===== config.mk =====
export PLATFORM = sky130hd
export DESIGN_NAME = x_alp_exit_monitor
export DESIGN_NICKNAME = d
export VERILOG_FILES = /design/src/rtl/x_alp_exit_monitor.sv
export SDC_FILE = /design/constraint.sdc
export NUM_CORES = 1
export LEC_CHECK = 0
export CORE_AREA = 2 2 119 121
export CTS_BUF_LIST = sky130_fd_sc_hd__clkbuf_8
export DETAILED_ROUTE_END_ITERATION = 12
export DIE_AREA = 0 0 121 123
export PLACE_DENSITY = 0.89
export SYNTH_ARGS = -nofsm -noshare
export SYNTH_HDL_FRONTEND = slang
export SYNTH_SLANG_ARGS = --single-unit

===== constraint.sdc =====
create_clock -name clk_i -period 2.4 [get_ports clk_i]
set_clock_uncertainty 0.1 [all_clocks]
set_input_delay 0.36 -clock clk_i [delete_from_list [all_inputs] [get_ports clk_i]]
set_output_delay 0.36 -clock clk_i [all_outputs]
set_load 0.01 [all_outputs]

===== src/rtl/x_alp_exit_monitor.sv =====
// x_alp_exit_monitor: folds per-channel exit requests into one exit report,
// with first-exit or wait-for-all completion and a programmable watchdog.
module x_alp_exit_monitor #(
  parameter int unsigned        NUM_CH       = 4,
  parameter int unsigned        VALUE_W      = 32,
  parameter int unsigned        TIMEOUT_W    = 32,
  parameter bit                 WAIT_ALL     = 1'b0,
  parameter logic [VALUE_W-1:0] TIMEOUT_CODE = {VALUE_W{1'b1}},
  parameter int unsigned        SRC_W        = (NUM_CH > 1) ? $clog2(NUM_CH) : 1
) (
  input  logic                      clk_i,
  input  logic                      rst_i,
  input  logic                      enable_i,
  input  logic                      clear_i,
  input  logic [TIMEOUT_W-1:0]      timeout_cycles_i,
  input  logic [NUM_CH-1:0]         ch_exit_valid_i,
  input  logic [NUM_CH*VALUE_W-1:0] ch_exit_value_i,
  output logic                      exit_valid_o,
  output logic [VALUE_W-1:0]        exit_value_o,
  output logic [SRC_W-1:0]          exit_src_o,
  output logic                      timeout_o,
  output logic [NUM_CH-1:0]         done_mask_o
);

  typedef enum logic [1:0] {
    ST_IDLE = 2'd0,
    ST_RUN  = 2'd1,
    ST_DONE = 2'd2
  } state_e;

  state_e                         state_q, state_d;
  logic [TIMEOUT_W-1:0]           cnt_q, cnt_d;
  logic [NUM_CH-1:0]              mask_q, mask_d;
  logic [NUM_CH-1:0][VALUE_W-1:0] cap_q, cap_d;
  logic                           exit_valid_q, exit_valid_d;
  logic [VALUE_W-1:0]             exit_value_q, exit_value_d;
  logic [SRC_W-1:0]               exit_src_q, exit_src_d;
  logic                           timeout_q, timeout_d;

  logic [NUM_CH-1:0]              new_cap_c;
  logic [NUM_CH-1:0]              mask_upd_c;
  logic [NUM_CH-1:0][VALUE_W-1:0] cap_upd_c;
  logic                           sel_found_c;
  logic [SRC_W-1:0]               sel_idx_c;
  logic [VALUE_W-1:0]             sel_val_c;
  logic                           complete_c;
  logic                           tmo_hit_c;

  // This cycle's captures, the completion condition and the reported channel
  always_comb begin
    new_cap_c   = ch_exit_valid_i & ~mask_q;
    mask_upd_c  = mask_q | new_cap_c;
    cap_upd_c   = cap_q;
    sel_found_c = 1'b0;
    sel_idx_c   = '0;
    sel_val_c   = '0;
    for (int i = 0; i < NUM_CH; i++) begin
      if (new_cap_c[i]) begin
        cap_upd_c[i] = ch_exit_value_i[i*VALUE_W +: VALUE_W];
      end
    end
    // First-exit reports the lowest new capture; wait-all the lowest non-zero code
    for (int i = 0; i < NUM_CH; i++) begin
      if (!sel_found_c && (WAIT_ALL ? (cap_upd_c[i] != '0) : new_cap_c[i])) begin
        sel_found_c = 1'b1;
        sel_idx_c   = SRC_W'(i);
        sel_val_c   = cap_upd_c[i];
      end
    end
    complete_c = WAIT_ALL ? (&mask_upd_c) : (|new_cap_c);
    // >= rather than == so that a limit lowered mid-run still fires
    tmo_hit_c  = (timeout_cycles_i != '0) &&
                 (cnt_q >= (timeout_cycles_i - TIMEOUT_W'(1))) &&
                 !complete_c;
  end

  // Next-state and registered-output logic
  always_comb begin
    state_d      = state_q;
    cnt_d        = cnt_q;
    mask_d       = mask_q;
    cap_d        = cap_q;
    exit_valid_d = exit_valid_q;
    exit_value_d = exit_value_q;
    exit_src_d   = exit_src_q;
    timeout_d    = timeout_q;
    case (state_q)
      ST_IDLE: begin
        cnt_d  = '0;
        mask_d = '0;
        cap_d  = '0;
        if (enable_i) begin
          state_d = ST_RUN;
        end
      end
      ST_RUN: begin
        if (clear_i || !enable_i) begin
          state_d = ST_IDLE;
          cnt_d   = '0;
          mask_d  = '0;
          cap_d   = '0;
        end else begin
          mask_d = mask_upd_c;
          cap_d  = cap_upd_c;
          if (cnt_q != '1) begin
            cnt_d = cnt_q + TIMEOUT_W'(1);
          end
          if (complete_c) begin
            state_d      = ST_DONE;
            exit_valid_d = 1'b1;
            exit_value_d = sel_val_c;
            exit_src_d   = sel_idx_c;
            timeout_d    = 1'b0;
          end else if (tmo_hit_c) begin
            state_d      = ST_DONE;
            exit_valid_d = 1'b1;
            exit_value_d = TIMEOUT_CODE;
            exit_src_d   = '0;
            timeout_d    = 1'b1;
          end
        end
      end
      ST_DONE: begin
        if (clear_i) begin
          state_d      = ST_IDLE;
          cnt_d        = '0;
          mask_d       = '0;
          cap_d        = '0;
          exit_valid_d = 1'b0;
          exit_value_d = '0;
          exit_src_d   = '0;
          timeout_d    = 1'b0;
        end
      end
      default: begin
        state_d = ST_IDLE;
      end
    endcase
  end

  // State and output registers
  always_ff @(posedge clk_i or posedge rst_i) begin
    if (rst_i) begin
      state_q      <= ST_IDLE;
      cnt_q        <= '0;
      mask_q       <= '0;
      cap_q        <= '0;
      exit_valid_q <= 1'b0;
      exit_value_q <= '0;
      exit_src_q   <= '0;
      timeout_q    <= 1'b0;
    end else begin
      state_q      <= state_d;
      cnt_q        <= cnt_d;
      mask_q       <= mask_d;
      cap_q        <= cap_d;
      exit_valid_q <= exit_valid_d;
      exit_value_q <= exit_value_d;
      exit_src_q   <= exit_src_d;
      timeout_q    <= timeout_d;
    end
  end

  assign exit_valid_o = exit_valid_q;
  assign exit_value_o = exit_value_q;
  assign exit_src_o   = exit_src_q;
  assign timeout_o    = timeout_q;
  assign done_mask_o  = mask_q;

endmodule


==> results of run 1 <==
## kinds of logic (layout without fill, tap and decap cells)
logic type | count (synthesis) | in the layout | share of synthesized area (%)
simple gates | 265 | 265 | 23.3
compound gates | 160 | 160 | 19.6
flops | 74 | 74 | 33.7
buf+inv | 46 | 367 | 3.57
xor+xnor | 37 | 37 | 5.89
fa+ha+maj | 35 | 35 | 7.96
mux | 33 | 33 | 6.01
other cells | 0 | 1 | 0
## worst register-to-register path, cell delays in order (launching register included)
cell	delay, ns
dfrtp_1	0.42
ha_1	0.33
a211oi_1	0.23
o21ai_1	0.12
a221oi_1	0.30
o41ai_2	0.18
a2111oi_4	0.43
nor2_4	0.13
buf_12	0.18
mux2i_4	0.19
## through the flow
step | hold WS, ns | TNS (ns)
6_report | 0.247 | -56.50
5_1_grt | 0.289 | -63.83
4_1_cts | 0.253 | -58.50
3_5_place_dp | 0.402 | -79.81
3_3_place_gp | 0.389 | -77.63
2_1_floorplan | 0.367 | -57.72
## worst paths after layout
check                           cells after the start          endpoint
worst min register to register                      1      exit_valid_o
min in group clk_i                                  1      exit_valid_o
worst max register to register                      9  exit_value_o[20]
max in group asynchronous                           3         cnt_q[16]
worst max-delay path                               16  exit_value_o[20]
worst min-delay path                                2     exit_src_o[1]
## area by class of cell
class	instances	area, um^2	area share [%]
antenna	1	2.50	0.0266
clock buffer	10	138	1.46
inverter	10	37.5	0.399
multi-input combinational	530	3810	40.6
timing repair buffer	341	3200	34.0
clock inverter	6	136	1.45
tap	180	225	2.40
sequential	74	1850	19.7
## placed cells by master (no fill, tap or decap), types with 7 or more instances in the layout
cell type | netlist | final
a21oi_1 | 26 | 22
and3_1 | 9 | 9
buf_12 | 0 | 7
buf_4 | 0 | 122
clkbuf_8 | 0 | 10
clkdlybuf4s50_1 | 0 | 192
dfrtp_1 | 74 | 74
ha_1 | 35 | 34
inv_1 | 10 | 9
mux2i_1 | 33 | 30
nand2_1 | 107 | 102
nand3_1 | 25 | 21
nand4_1 | 11 | 11
nor2_1 | 48 | 45
nor3_1 | 15 | 11
o21ai_0 | 20 | 17
o21ai_1 | 13 | 14
o221ai_1 | 32 | 32
o22ai_1 | 29 | 28
o31ai_1 | 8 | 7
or4_4 | 1 | 7
xnor2_1 | 25 | 24
xor2_1 | 12 | 12
## registers in the layout, indices dropped and copies added (netlist names)
register and count:
exit_value_o 32, exit_valid_o 1, state_q 2, exit_src_o 2, cnt_q 32, timeout_o 1, done_mask_o 4
## what timing repair did
action / in CTS / in global routing
setup endpoints to repair: 43 / 58
gates cloned: 2 / 1
pin swaps: 16 / 33
gates resized for setup: 39 / 52
setup buffers: 3 / 7
## layer usage
layer / global-route usage [%] / wire, um / up-vias / share of wire [%]
met5: 0 / 0 / - / 0
met4: 11.9 / 912 / 0 / 4.2
met3: 5.90 / 1750 / 59 / 8.0
met2: 49.3 / 11100 / 330 / 51
met1: 30.0 / 7970 / 3107 / 37
li1: - / - / 3071 / -
## report_power, final
group	internal, W	total (W)	switching (W)
logic	0.00103	0.00185	0.000813
registers	0.00150	0.00166	0.000157
clock network	0.000828	0.00134	0.000511
total	0.00336	0.00484	0.00148
==> flow_summary.yaml, run 1 <==
status:
  status: "complete, but fails checks"
  violations: "setup timing"
logic_synthesis:
  syn_inst: 650
  synth_most_common_cell: "nand2_1"
  synth_nets: 853
  ys_async_sr_fraction_pct: 100
  synth_common_cells: "nand2_1, dfrtp_1, nor2_1, ha_1, mux2i_1"
  yosys_most_used_dff: "dfrtp_1"
  ys_types: 53
  synth.avg_cell_area_um2: 8.46
  synthTopCellsByArea: "dfrtp_1, ha_1, nand2_1, mux2i_1, o221ai_1"
  synth-seq-cells: 74
  yosysWarnings: 0
  synth_top_cell_by_area: "dfrtp_1"
  synth_seq_area_share_pct: 33.7
  synth_top_area_share_pct: 33.7
  syn-cell-area_um2: 5500
  synth_edf_count: 0
pwr:
  leakage_nw: 3.94
  total_power_w: 0.00484
  powerDensity_nw_per_um2: 515
  vdd_drop_max_uv: 291
drt:
  wl_per_cell_um: 18.9
  ant_nets: 0
  drtIter0Drc: 526
  drcViolationCount: 0
  dr.pass1.iters: 5
  via_count: 6567
  viasPerCell: 5.70
  routed_wl_mm: 21.8
global_routing:
  grt_max_degree: 66
  first_global_vias: 6241
  grt_usage_pct: 27.0
  grt_first_pass_wirelength_mm: 31.4
  grt_overflow: 0
  antenna_found_initial: 0
setup_path:
  cp-startpoint: "timeout_cycles_i[8]"
  crit_family: "simple AND/OR/NAND/NOR gates"
  path_class: "input pin to flop"
  r2r_start: "cnt_q[11]"
  startpoint_type: "input pin"
  r2r_slack_ns: -0.33
  path_cells: "buf_6 -> or4_4 -> or3_4 -> nor2_4 -> nand2_2 -> or4_4 -> xor2_1 -> ha_1 -> nand4_1 -> nor2_1 -> a22o_1 -> or3_4 -> a2111oi_4 -> nor2_4 -> buf_12 -> mux2i_4"
  cp_max_fo: 8
  required_ns: 2.54
  crit_slowest_cell: "or4_4"
  crit_path_end_kind: "flop"
  cp_data_arrival_time_ns: 4.08
  max_stage_delay_ns: 0.52
  cp_num_buf_inv: 2
sta:
  final.setup.worst_slack_ns: -1.54
  final-setup-viol-count: 51
  hold_violations: 0
  final_max_slew_viol_count: 0
  relSlewSlack_pct: 46.0
  worst_pin_slew_ns: 0.808
  fin_crit_sh_pct: 164
  fmax_mhz: 254
  rsz0062_at_grt: "yes"
  period_minus_slack_ns: 3.94
cts:
  cts_root_buf: "clkbuf_8"
  insertion_delay_ns: 0.36
  cts.path.max_buffers: 2
  cts_sinks: 74
  path_clk_slew_ns: 0.08
  cts_hold_buffers: 0
  cts_inserted_buffers: 9
  cts_tree: "built"
  cts-htree-levels: 3
place:
  preCtsSetupSlack_ns: -2.16
  placed_cells: 1123
  gp_congestion: 0.887
  hpwl_mm: 15.8
  io_buffers: 207
  placed_area_um2: 8710
layout:
  fin_cells: 1152
  drive_gt1_share_pct: 22.2
  layout.nets: 1169
  utilization_pct: 69.1
  nFillCells: 977
  syn_to_final_growth_pct: 70.9
  postLayoutCellArea_um2: 9400
min_path:
  holdCritPathClass: "input pin to asynchronous set/reset pin"
die:
  die_y_um: 123
  core-area_um2: 13600
  rows: 43
  dieArea_um2: 14900
  fp.dieW_um: 121
  start_util_pct: 40.4
  ios: 208
flow_run:
  maxCapViolCount: 0
(Power assumes the default switching activity.)
==> inputs of run 2 (changes only) <==
- CORE_AREA: 2 2 119 121 -> 8 8 125 127
- DIE_AREA: 0 0 121 123 -> 0 0 133 135
==> run 2 against run 1 <==
- the flow still finishes with violations (setup timing)
- clock power down 24%
- critical path depth up 2
- register-to-register slack worse by 0.17 ns
- via count up 3.3%
- largest cell class unchanged
- clock-buffer cell count up 2
==> flow_summary.yaml, run 2 (same netlist as run 1, synthesis figures left out) <==
status:
  status: "complete, but fails checks"
  violations: "setup timing"
setup_path:
  required_ns: 2.57
  startpoint_type: "input pin"
  r2r_start: "cnt_q[2]"
  crit_path_end_kind: "flop"
  r2r_slack_ns: -0.50
  r2r-end: "exit_value_o[31]"
  cp-endpoint: "exit_value_o[7]"
  cp_max_fo: 7
  reg2reg_depth: 10
  path_class: "input pin to flop"
  cp-startpoint: "timeout_cycles_i[9]"
  cp_data_arrival_time_ns: 4.26
die:
  dieArea_um2: 18000
  core-area_um2: 13600
  ios: 208
  fp.dieW_um: 133
  rows: 43
  die_y_um: 135
  start_util_pct: 40.4
sta:
  worst_pin_slew_ns: 0.823
  fmax_mhz: 244
  period_minus_slack_ns: 4.10
  final.setup.worst_slack_ns: -1.70
  fin_crit_sh_pct: 171
  rsz0062_at_grt: "yes"
  relSlewSlack_pct: 44.9
  hold_violations: 0
  final_max_slew_viol_count: 0
  final-setup-viol-count: 63
flow_run:
  maxCapViolCount: 0
drt:
  drcViolationCount: 0
  viasPerCell: 5.84
  drtIter0Drc: 794
  dr.pass1.iters: 7
  wl_per_cell_um: 20.7
  routed_wl_mm: 24.0
  ant_nets: 0
  via_count: 6783
global_routing:
  grt_overflow: 0
  first_global_vias: 6638
  antenna_found_initial: 0
  grt_usage_pct: 23.9
  grt_first_pass_wirelength_mm: 34.7
  grt_max_degree: 75
cts:
  cts_hold_buffers: 0
  cts-htree-levels: 3
  insertion_delay_ns: 0.35
  cts_sinks: 74
  path_clk_slew_ns: 0.08
  cts_root_buf: "clkbuf_8"
  cts_tree: "built"
  cts_inserted_buffers: 9
  cts.path.max_buffers: 2
pwr:
  vdd_drop_max_uv: 230
  powerDensity_nw_per_um2: 472
  leakage_nw: 4.13
  total_power_w: 0.00457
layout:
  antenna_cells: 0
  nFillCells: 940
  syn_to_final_growth_pct: 76.0
  layout.nets: 1180
  layout_commonest_cell: "clkdlybuf4s50_1"
  final_cell_mix: "clkdlybuf4s50_1, buf_4, nand2_1"
  postLayoutCellArea_um2: 9680
  drive_gt1_share_pct: 25.7
place:
  io_buffers: 207
  placed_area_um2: 8660
  gp_congestion: 0.943
  hpwl_mm: 16.7
  preCtsSetupSlack_ns: -2.22
min_path:
  holdCritPathClass: "input pin to asynchronous set/reset pin"
==> run 2: changes by cell type in the layout (fill, tap and decap cells not counted), moves of 4 or more <==
cell           previous run  this run
nor2_1                   45        40
buf_6                     6        16
o21ai_1                  14        21
dlygate4sd2_1             6         1
buf_16                    0         4
nor2_2                    0         4
buf_4                   122       118
nor3_2                    1         5
o21ai_0                  17         7
==> run 2: cell type report <==
type                    instances  area [um^2]  share of cell area (%)
clock inverters                 3         38.8                   0.401
well taps                     180          225                    2.33
repair buffers                352         3390                    35.0
multi-input cells             530         3970                    41.0
clock buffers                  12          165                    1.71
flip-flops and latches         74         1850                    19.1
inverters                      10         37.5                   0.388
==> run 2: what timing repair did <==
item | CTS | global route
hold endpoints to repair | 0 | 0
buffers inserted | 9 | 17
pin swaps | 18 | 41
gates cloned | 4 | 0
gates resized for setup | 41 | 107
setup endpoints to repair | 44 | 67
==> run 2: where the power goes <==
group	total, W	internal, W	leakage (nW)	switching, W
Clock	0.00102	0.000555	0.110	0.000465
Sequential	0.00166	0.00150	0.970	0.000160
Combinational	0.00189	0.00105	3.05	0.000842
==> run 2: worst min-delay path by stage <==
stage	endpoint	slack, ns
floorplan	cnt_q[27]	0.37
global placement	exit_valid_o	0.38
detailed placement	exit_valid_o	0.39
CTS	exit_value_o[4]	0.31
global route	exit_value_o[3]	0.33
finish	exit_value_o[4]	0.30
==> run 2: critical path: stages <==
cell       delay, ns
buf_6           0.09
or4_4           0.53
or3_4           0.39
nor2_4          0.14
nand2_2         0.07
or2_4           0.28
nor3_2          0.15
xnor2_1         0.09
ha_1            0.31
nand4_1         0.16
nor4_2          0.43
inv_1           0.14
nor3_4          0.31
a2111oi_4       0.12
nor2_4          0.20
buf_6           0.15
buf_12          0.12
mux2i_1         0.20
==> run 2: per-stage QoR <==
step	utilization (%)	TNS, ns	hold WS [ns]	std cells
after floorplan	-	-57.72	0.367	650
after global placement	63.6	-77.17	0.378	1117
after detailed placement	63.6	-81.44	0.389	1117
after CTS	67.2	-60.56	0.315	1145
after global routing	71.1	-77.47	0.326	1161
final	71.1	-66.72	0.296	1161
==> run 2: routing by layer <==
layer	up-vias	share of wire [%]	GRT usage [%]
li1	3086	-	-
met1	3237	37	26.2
met2	369	50	43.4
met3	91	7.1	4.72
met4	0	5.0	11.8
met5	-	0	0
